**src/rtl/fpu_issue_ctrl.sv**
```systemverilog
// fpu_issue_ctrl: single-issue sequencer in front of a multi-cycle FPU ALU.
// One command is in flight at a time. The operands and the op code are held on
// the ALU for a fixed per-op latency, then the ALU result is captured and
// offered as a response.
//
// Handshakes: a transfer happens on a rising FPUCLK edge where valid && ready
// are both high. cmd_ready is high only in IDLE. rsp_valid is high only in
// RESP, and rsp_data/rsp_op/rsp_err stay stable until the edge that completes
// the response handshake.
module fpu_issue_ctrl #(
    parameter int unsigned ADDSUB_LAT = 12,
    parameter int unsigned MUL_LAT    = 12,
    parameter int unsigned DIV_LAT    = 50
) (
    input  logic        FPUCLK,
    input  logic        RST,
    input  logic        cmd_valid,
    output logic        cmd_ready,
    input  logic [31:0] cmd_a,
    input  logic [31:0] cmd_b,
    input  logic [2:0]  cmd_op,
    output logic [31:0] alu_a,
    output logic [31:0] alu_b,
    output logic [2:0]  alu_ctrl,
    input  logic [31:0] alu_out,
    output logic        rsp_valid,
    input  logic        rsp_ready,
    output logic [31:0] rsp_data,
    output logic [2:0]  rsp_op,
    output logic        rsp_err,
    output logic [15:0] ops_done,
    output logic [1:0]  o_dbg_state
);

    typedef enum logic [1:0] {
        S_IDLE = 2'd0,
        S_EXEC = 2'd1,
        S_RESP = 2'd2
    } state_t;

    localparam logic [2:0] OP_NONE  = 3'b111;
    localparam logic [7:0] L_ADDSUB = 8'(ADDSUB_LAT);
    localparam logic [7:0] L_MUL    = 8'(MUL_LAT);
    localparam logic [7:0] L_DIV    = 8'(DIV_LAT);

    state_t      r_state;
    state_t      w_next_state;
    logic [7:0]  r_cnt;
    logic [31:0] r_a;
    logic [31:0] r_b;
    logic [2:0]  r_op;
    logic [31:0] r_rsp_data;
    logic [2:0]  r_rsp_op;
    logic        r_rsp_err;
    logic [15:0] r_ops_done;

    logic        w_accept;
    logic        w_op_ok;
    logic        w_last;
    logic        w_rsp_hs;
    logic [7:0]  w_lat;

    // Latency to load into the down-counter for the incoming op code.
    always_comb begin
        w_lat = 8'd0;
        case (cmd_op)
            3'b000, 3'b001: w_lat = L_ADDSUB;
            3'b010:         w_lat = L_MUL;
            3'b011:         w_lat = L_DIV;
            default:        w_lat = 8'd0;
        endcase
    end

    // State register; reset aborts any in-flight operation.
    always_ff @(posedge FPUCLK) begin
        if (RST) begin
            r_state <= S_IDLE;
        end else begin
            r_state <= w_next_state;
        end
    end

    // Next-state decode and all state-derived outputs.
    always_comb begin
        w_next_state = r_state;
        w_accept     = 1'b0;
        w_op_ok      = ~cmd_op[2];
        w_last       = 1'b0;
        w_rsp_hs     = 1'b0;
        cmd_ready    = 1'b0;
        rsp_valid    = 1'b0;
        alu_a        = 32'd0;
        alu_b        = 32'd0;
        alu_ctrl     = OP_NONE;
        case (r_state)
            S_IDLE: begin
                cmd_ready = 1'b1;
                w_accept  = cmd_valid;
                if (cmd_valid) begin
                    // Invalid op codes bypass the ALU entirely.
                    w_next_state = w_op_ok ? S_EXEC : S_RESP;
                end
            end
            S_EXEC: begin
                alu_a    = r_a;
                alu_b    = r_b;
                alu_ctrl = r_op;
                w_last   = (r_cnt == 8'd1);
                if (w_last) begin
                    w_next_state = S_RESP;
                end
            end
            S_RESP: begin
                rsp_valid = 1'b1;
                w_rsp_hs  = rsp_ready;
                if (rsp_ready) begin
                    w_next_state = S_IDLE;
                end
            end
            default: begin
                w_next_state = S_IDLE;
            end
        endcase
    end

    // Command capture, latency countdown, result capture and completion count.
    always_ff @(posedge FPUCLK) begin
        if (RST) begin
            r_cnt      <= 8'd0;
            r_a        <= 32'd0;
            r_b        <= 32'd0;
            r_op       <= 3'b000;
            r_rsp_data <= 32'd0;
            r_rsp_op   <= 3'b000;
            r_rsp_err  <= 1'b0;
            r_ops_done <= 16'd0;
        end else begin
            if (w_accept) begin
                r_a   <= cmd_a;
                r_b   <= cmd_b;
                r_op  <= cmd_op;
                r_cnt <= w_lat;
                if (!w_op_ok) begin
                    r_rsp_data <= 32'd0;
                    r_rsp_op   <= cmd_op;
                    r_rsp_err  <= 1'b1;
                end
            end
            if (r_state == S_EXEC) begin
                r_cnt <= r_cnt - 8'd1;
                if (w_last) begin
                    r_rsp_data <= alu_out;
                    r_rsp_op   <= r_op;
                    r_rsp_err  <= 1'b0;
                end
            end
            if (w_rsp_hs) begin
                r_ops_done <= r_ops_done + 16'd1;
            end
        end
    end

    assign rsp_data    = r_rsp_data;
    assign rsp_op      = r_rsp_op;
    assign rsp_err     = r_rsp_err;
    assign ops_done    = r_ops_done;
    assign o_dbg_state = r_state;

endmodule

```
**config.mk**
```make
export PLATFORM = sky130hd
export DESIGN_NAME = fpu_issue_ctrl
export DESIGN_NICKNAME = d
export VERILOG_FILES = /design/src/rtl/fpu_issue_ctrl.sv
export SDC_FILE = /design/constraint.sdc
export NUM_CORES = 1
export LEC_CHECK = 0
export CAP_MARGIN = 20
export CORE_MARGIN = 5
export CORE_UTILIZATION = 43
export CTS_CLUSTER_SIZE = 14
export DETAILED_ROUTE_END_ITERATION = 16
export GPL_ROUTABILITY_DRIVEN = 0
export MAX_ROUTING_LAYER = met4
export PLACE_DENSITY = 0.81
export REMOVE_ABC_BUFFERS = 1
export SYNTH_ARGS = -nofsm -noshare
export SYNTH_HDL_FRONTEND = slang
export SYNTH_SLANG_ARGS = --single-unit
```
**constraint.sdc**
```tcl
create_clock -name FPUCLK -period 1.9 [get_ports FPUCLK]
set_clock_uncertainty 0.05 [all_clocks]
set_input_delay 0.19 -clock FPUCLK [delete_from_list [all_inputs] [get_ports FPUCLK]]
set_output_delay 0.19 -clock FPUCLK [all_outputs]
set_load 0.01 [all_outputs]
```
## Yosys cells after proc, flatten, opt, wreduce, memory -nomap -nowiden

Index checks and enable logic that the tools add are counted.

| storage, ports and cells | value |
|---|---|
| register bits | 129 |
| bits of input ports | 103 |

| cells by class | value |
|---|---|
| reduce and logical (&&, ||, !) cells | 5 |
| add/subtract/negate cells | 2 |
| muxes and demuxes | 28 |
| eq/ne operators | 9 |

Operators by type and width:

| operator | number |
|---|---|
| 32-bit two-way mux | 6 |
| 16-bit by 1-bit adder with 16-bit output (second input constant) | 1 |
| 8-bit two-way mux | 2 |
| 3-bit two-way mux | 5 |
| 6-bit case mux with 2 select lines | 1 |
| 1-bit two-way mux | 9 |
| 8-bit by 1-bit == test with 1-bit output (second input constant) | 1 |
| 2-bit two-way mux | 4 |
| 8-bit by 1-bit subtractor with 8-bit output (second input constant) | 1 |
| 3-bit by 2-bit == test with 1-bit output (second input constant) | 2 |
| 2-bit != test (second input constant) | 3 |
| 2-bit case mux with 3 select lines | 1 |
| 3-bit by 1-bit == test with 1-bit output (second input constant) | 1 |
| 3-bit logical NOT | 1 |
| 3-bit AND reduction | 1 |
| 3-bit OR reduction | 1 |
| 2-bit by 1-bit == test with 1-bit output (second input constant) | 1 |
| 2-bit == test (second input constant) | 1 |
| 2-bit logical NOT | 1 |
| 2-bit nonzero test | 1 |

## Longest topological paths before layout

Gate-level depths: netlist of the first run.

| logic depth | value |
|---|---|
| depth after elaboration | 5 |
| mapped depth | 8 |
| gate-level depth less buffers | 6 |

## Least setup slack after synthesis of the first run

Ideal clock, no wire load.

| timing path | value |
|---|---|
| path kind | flip-flop to flip-flop |
| from | register r_state[0] (netlist: o_dbg_state[0]) |
| to | register r_ops_done[15] (netlist: ops_done[15]) |
| arrival time | 1.579 ns |
| clock period less this slack | 1.700 ns |
| stages on the path, launching flop included | 7 |
| setup slack | 0.200 ns |
| cells stage by stage | dfxtp_1 > buf_6 > nand3b_4 > or2_1 > buf_6 > or4_1 > a21oi_1 |

| on the way | value |
|---|---|
| longest elaborated chain between the ends | 2 |

RTL lines:

| element | line | text |
|---|---|---|
| start, declared | 46 | `state_t r_state;` |
| start signal, assigned | 79 | `r_state <= w_next_state;` |
| 2-bit == test | 95 | `case (r_state)` |
| 1-bit two-way mux | 95 |  |
| end signal, assigned | 158 | `r_ops_done <= r_ops_done + 16'd1;` |
| end, declared | 55 | `logic [15:0] r_ops_done;` |

No other way between the ends.
A chain may end at the register's enable or synchronous reset.

## Worst setup path in the final report of the first run

| timing path | value |
|---|---|
| from | register r_state[1] (netlist: o_dbg_state[1]) |
| to | output alu_b[16] |

| on the way | value |
|---|---|
| longest elaborated chain between the ends | 2 |

RTL lines:

| element | line | text |
|---|---|---|
| 2-bit by 1-bit == test with 1-bit output | 95 |  |
| 32-bit two-way mux | 95 |  |
| end, declared | 23 | `output logic [31:0] alu_b,` |

No other way between the ends.

==> results of run 1 <==
## timing repair
action | in CTS | in global routing
hold buffers | 0 | 0
endpoints found under the setup margin | 69 | 97
resized for setup | 99 | 73
pin swaps | 0 | 0
cloned | 2 | 0
hold endpoints to repair | 0 | 0
buffers inserted | 4 | 0
## routing by layer
| metal | wire [um] | up-vias | track usage (%) |
|---|---|---|---|
| met5 | 0 | - | - |
| met2 | 7730 | 230 | 36.0 |
| met1 | 6820 | 2497 | 25.9 |
| li1 | - | 2700 | - |
| met3 | 1440 | 31 | 7.41 |
| met4 | 431 | 0 | 9.17 |
## through the flow
step | cells | hold WS [ns] | cell area (sq um) | power (mW) | setup slack, ns
6_report | 1087 | 0.157 | 8460 | 7.17 | 0.0822
3_3_place_gp | 1050 | 0.387 | 7920 | 3.92 | 0.0344
4_1_cts | 1087 | 0.143 | 8570 | 7.23 | 0.00121
5_1_grt | 1087 | 0.171 | 8460 | 7.45 | 0.00174
3_5_place_dp | 1050 | 0.392 | 7920 | 3.94 | 0.0130
2_1_floorplan | 627 | 0.209 | 5090 | 3.34 | -2.35
## layout by cell type, fill, tap and decap left out, types with 6 or more instances in the layout
| cell | n |
|---|---|
| nand3_1 | 40 |
| and2_1 | 66 |
| buf_12 | 11 |
| nor2_1 | 25 |
| nand2_1 | 178 |
| clkbuf_2 | 33 |
| o21ai_0 | 6 |
| clkdlybuf4s50_1 | 155 |
| nor3_1 | 6 |
| buf_4 | 24 |
| dfxtp_1 | 128 |
| clkbuf_16 | 17 |
| clkdlybuf4s15_1 | 31 |
| a21oi_1 | 114 |
## worst paths after layout
kind | from | end | slack (ns)
worst max register to register | r_cnt[1]$_SDFFE_PP0P_ | rsp_data[23]$_SDFF_PP0_ | 0.15
worst max-delay path | o_dbg_state[1]$_SDFFE_PP0P_ | alu_b[16] | 0.08
worst min register to register | r_a[18]$_SDFFE_PP0P_ | r_a[18]$_SDFFE_PP0P_ | 0.40
worst min-delay path | RST | r_cnt[6]$_SDFFE_PP0P_ | 0.16
## cell families (layout without fill, tap and decap cells)
group | count (synthesis) | count (layout)
flip-flops | 129 | 129
adder cells (fa/ha/maj) | 3 | 3
AND/OR/NAND/NOR | 346 | 346
multiplexers | 4 | 4
AO/OA/AOI/OAI | 132 | 132
XOR/XNOR | 9 | 9
buffers and inverters | 57 | 296
## state kept, by name, summed over array words and instances (netlist names)
register     flops
r_a             32
r_b             32
rsp_data        32
ops_done        16
r_cnt            8
r_op             3
rsp_op           3
o_dbg_state      2
rsp_err          1
## where the power goes
group          internal [mW]  leakage (nW)  total, mW  switching [mW]
Combinational          0.518          1.96      0.984           0.466
Clock                   2.09         0.286       3.27            1.18
Sequential              2.85          1.05       2.92          0.0750
Total                   5.45          3.30       7.17            1.72
## cell type report
class / instances / area (sq um)
clock buffers: 22 / 494
clock inverters: 9 / 105
fillers: 1002 / 3600
inverters: 4 / 15.0
multi-input cells: 494 / 2520
flip-flops and latches: 129 / 2590
well taps: 168 / 210
repair buffers: 261 / 2530
## worst register-to-register path: cells and delay by family (launching register included)
family,cells,cell delay (ns)
simple gates,3,0.48
flops,1,0.36
fa+ha+maj,1,0.18
compound gates,1,0.16
buf+inv,3,0.46
==> impl_metrics.py, run 1 <==
metrics = {
    "timing": {
        "hold_viol": 0,
        "drv_slew": 0,
        "fmax_ghz": 0.550,
        "rsz0062_at_grt": "no",
        "worst_pin_slew_ns": 0.463,
        "finalSetupTns_ns": 0,
        "slew_headroom_pct": 68.9,
        "finalSetupViolCount": 0,
        "period_minus_slack_ns": 1.82,
        "layout_worst_path_cycle_share_pct": 95.7,
    },
    "setup_path": {
        "cp_cell_sequence": "nor2b_4 > buf_4 > buf_16 > and2_1 > dlygate4sd2_1",
        "max_stage_delay_ns": 0.36,
        "critPathLaunchType": "register",
        "cp_max_fo": 21,
        "worstSetupPathType": "reg -> out",
        "cp-end-kind": "output pin",
        "critical_path.top_delay_family": "buffers and inverters",
        "critPathSlowestCell": "dfxtp_4",
        "r2r_cells": 8,
        "required_ns": 1.66,
        "cp.arrival_ns": 1.58,
        "crit_cells": 5,
        "path_buf_inv": 3,
    },
    "finish": {
        "nets": 1013,
        "area_growth_pct": 58.9,
        "post_route_cells_drive_above_1_share_pct": 12.2,
        "antenna_cells": 0,
        "fin_util_pct": 70.2,
    },
    "synth": {
        "synth_cell_types": 45,
        "ys_ff_latch": 129,
        "synth_common_cells": "nand2_1, dfxtp_1, a21oi_1",
        "synthSimpleGateAreaFrac_pct": 30.8,
        "synth_top_cell_by_area": "dfxtp_1",
        "synth_area_leaders": "dfxtp_1, nand2_1, a21oi_1",
        "synth_top_family_by_area": "simple AND/OR/NAND/NOR gates",
        "synth_compound_area_share_pct": 13.0,
        "synth_most_common_cell": "nand2_1",
        "synth.area.mux_share_pct": 0.822,
        "syn_inst": 680,
        "ys.flop_type": "dfxtp_1",
        "synth_area_per_cell_sq_um": 7.83,
        "async_reset_ff_share_pct": 0,
        "synthAdderAreaFrac_pct": 0.705,
        "synth_warnings": 0,
        "yosysTopAreaCellShare_pct": 48.5,
        "syn-cell-area_sq_um": 5330,
        "synth-xor-area-share_pct": 1.48,
        "ys_seq_area_share_pct": 48.5,
        "synth_edf_count": 0,
    },
    "die": {
        "start_util_pct": 44.2,
        "fp.dieW_um": 121,
        "rows": 40,
        "die_h_um": 121,
        "coreArea_sq_um": 12100,
        "die_area_sq_um": 14700,
        "io_pins": 226,
    },
    "detailed_routing": {
        "postRouteAntennaNets": 0,
        "wl_per_cell_um": 15.1,
        "drt_first_pass_iters": 5,
        "via_count": 5458,
        "drt_wl_total_mm": 16.4,
        "drt_iter0_drc": 384,
        "drc": 0,
        "viasPerCell": 5.02,
    },
    "cts": {
        "clk_latency_ns": 0.42,
        "cts.path.max_buffers": 2,
        "clkTransAtPathRegs_ns": 0.05,
        "htreeDepth": 4,
        "cts_buffers": 17,
        "cts_tree": "yes",
        "root_buffer": "clkbuf_16",
        "cts_sinks": 129,
    },
    "min_path": {
        "min_path_cells": 2,
        "hold_class": "in -> reg",
    },
    "run_status": {
        "status": "finished clean",
    },
    "pwr": {
        "power_per_cell_area_nw_per_um2": 848,
        "ir_drop_v": 0.000568,
        "p_leak_nw": 3.30,
    },
    "grt": {
        "grt_pass1_wl_mm": 25.4,
        "track_usage_pct": 22.4,
        "antenna_found_initial": 0,
        "grt_pass1_vias": 5190,
        "grt_max_degree": 43,
        "grt_overflow": 0,
    },
    "flow_run": {
        "drv_cap": 0,
    },
    "placed_design": {
        "dp_hpwl_mm": 11.3,
        "port_buffers": 225,
    },
}
Power figures use the tool's default switching activity.
==> run 2: changes to the inputs <==
Settings changed: GPL_ROUTABILITY_DRIVEN 0 to unset.
==> results of run 2 <==
Final layout, timing and power as in run 1 (identical DEF).
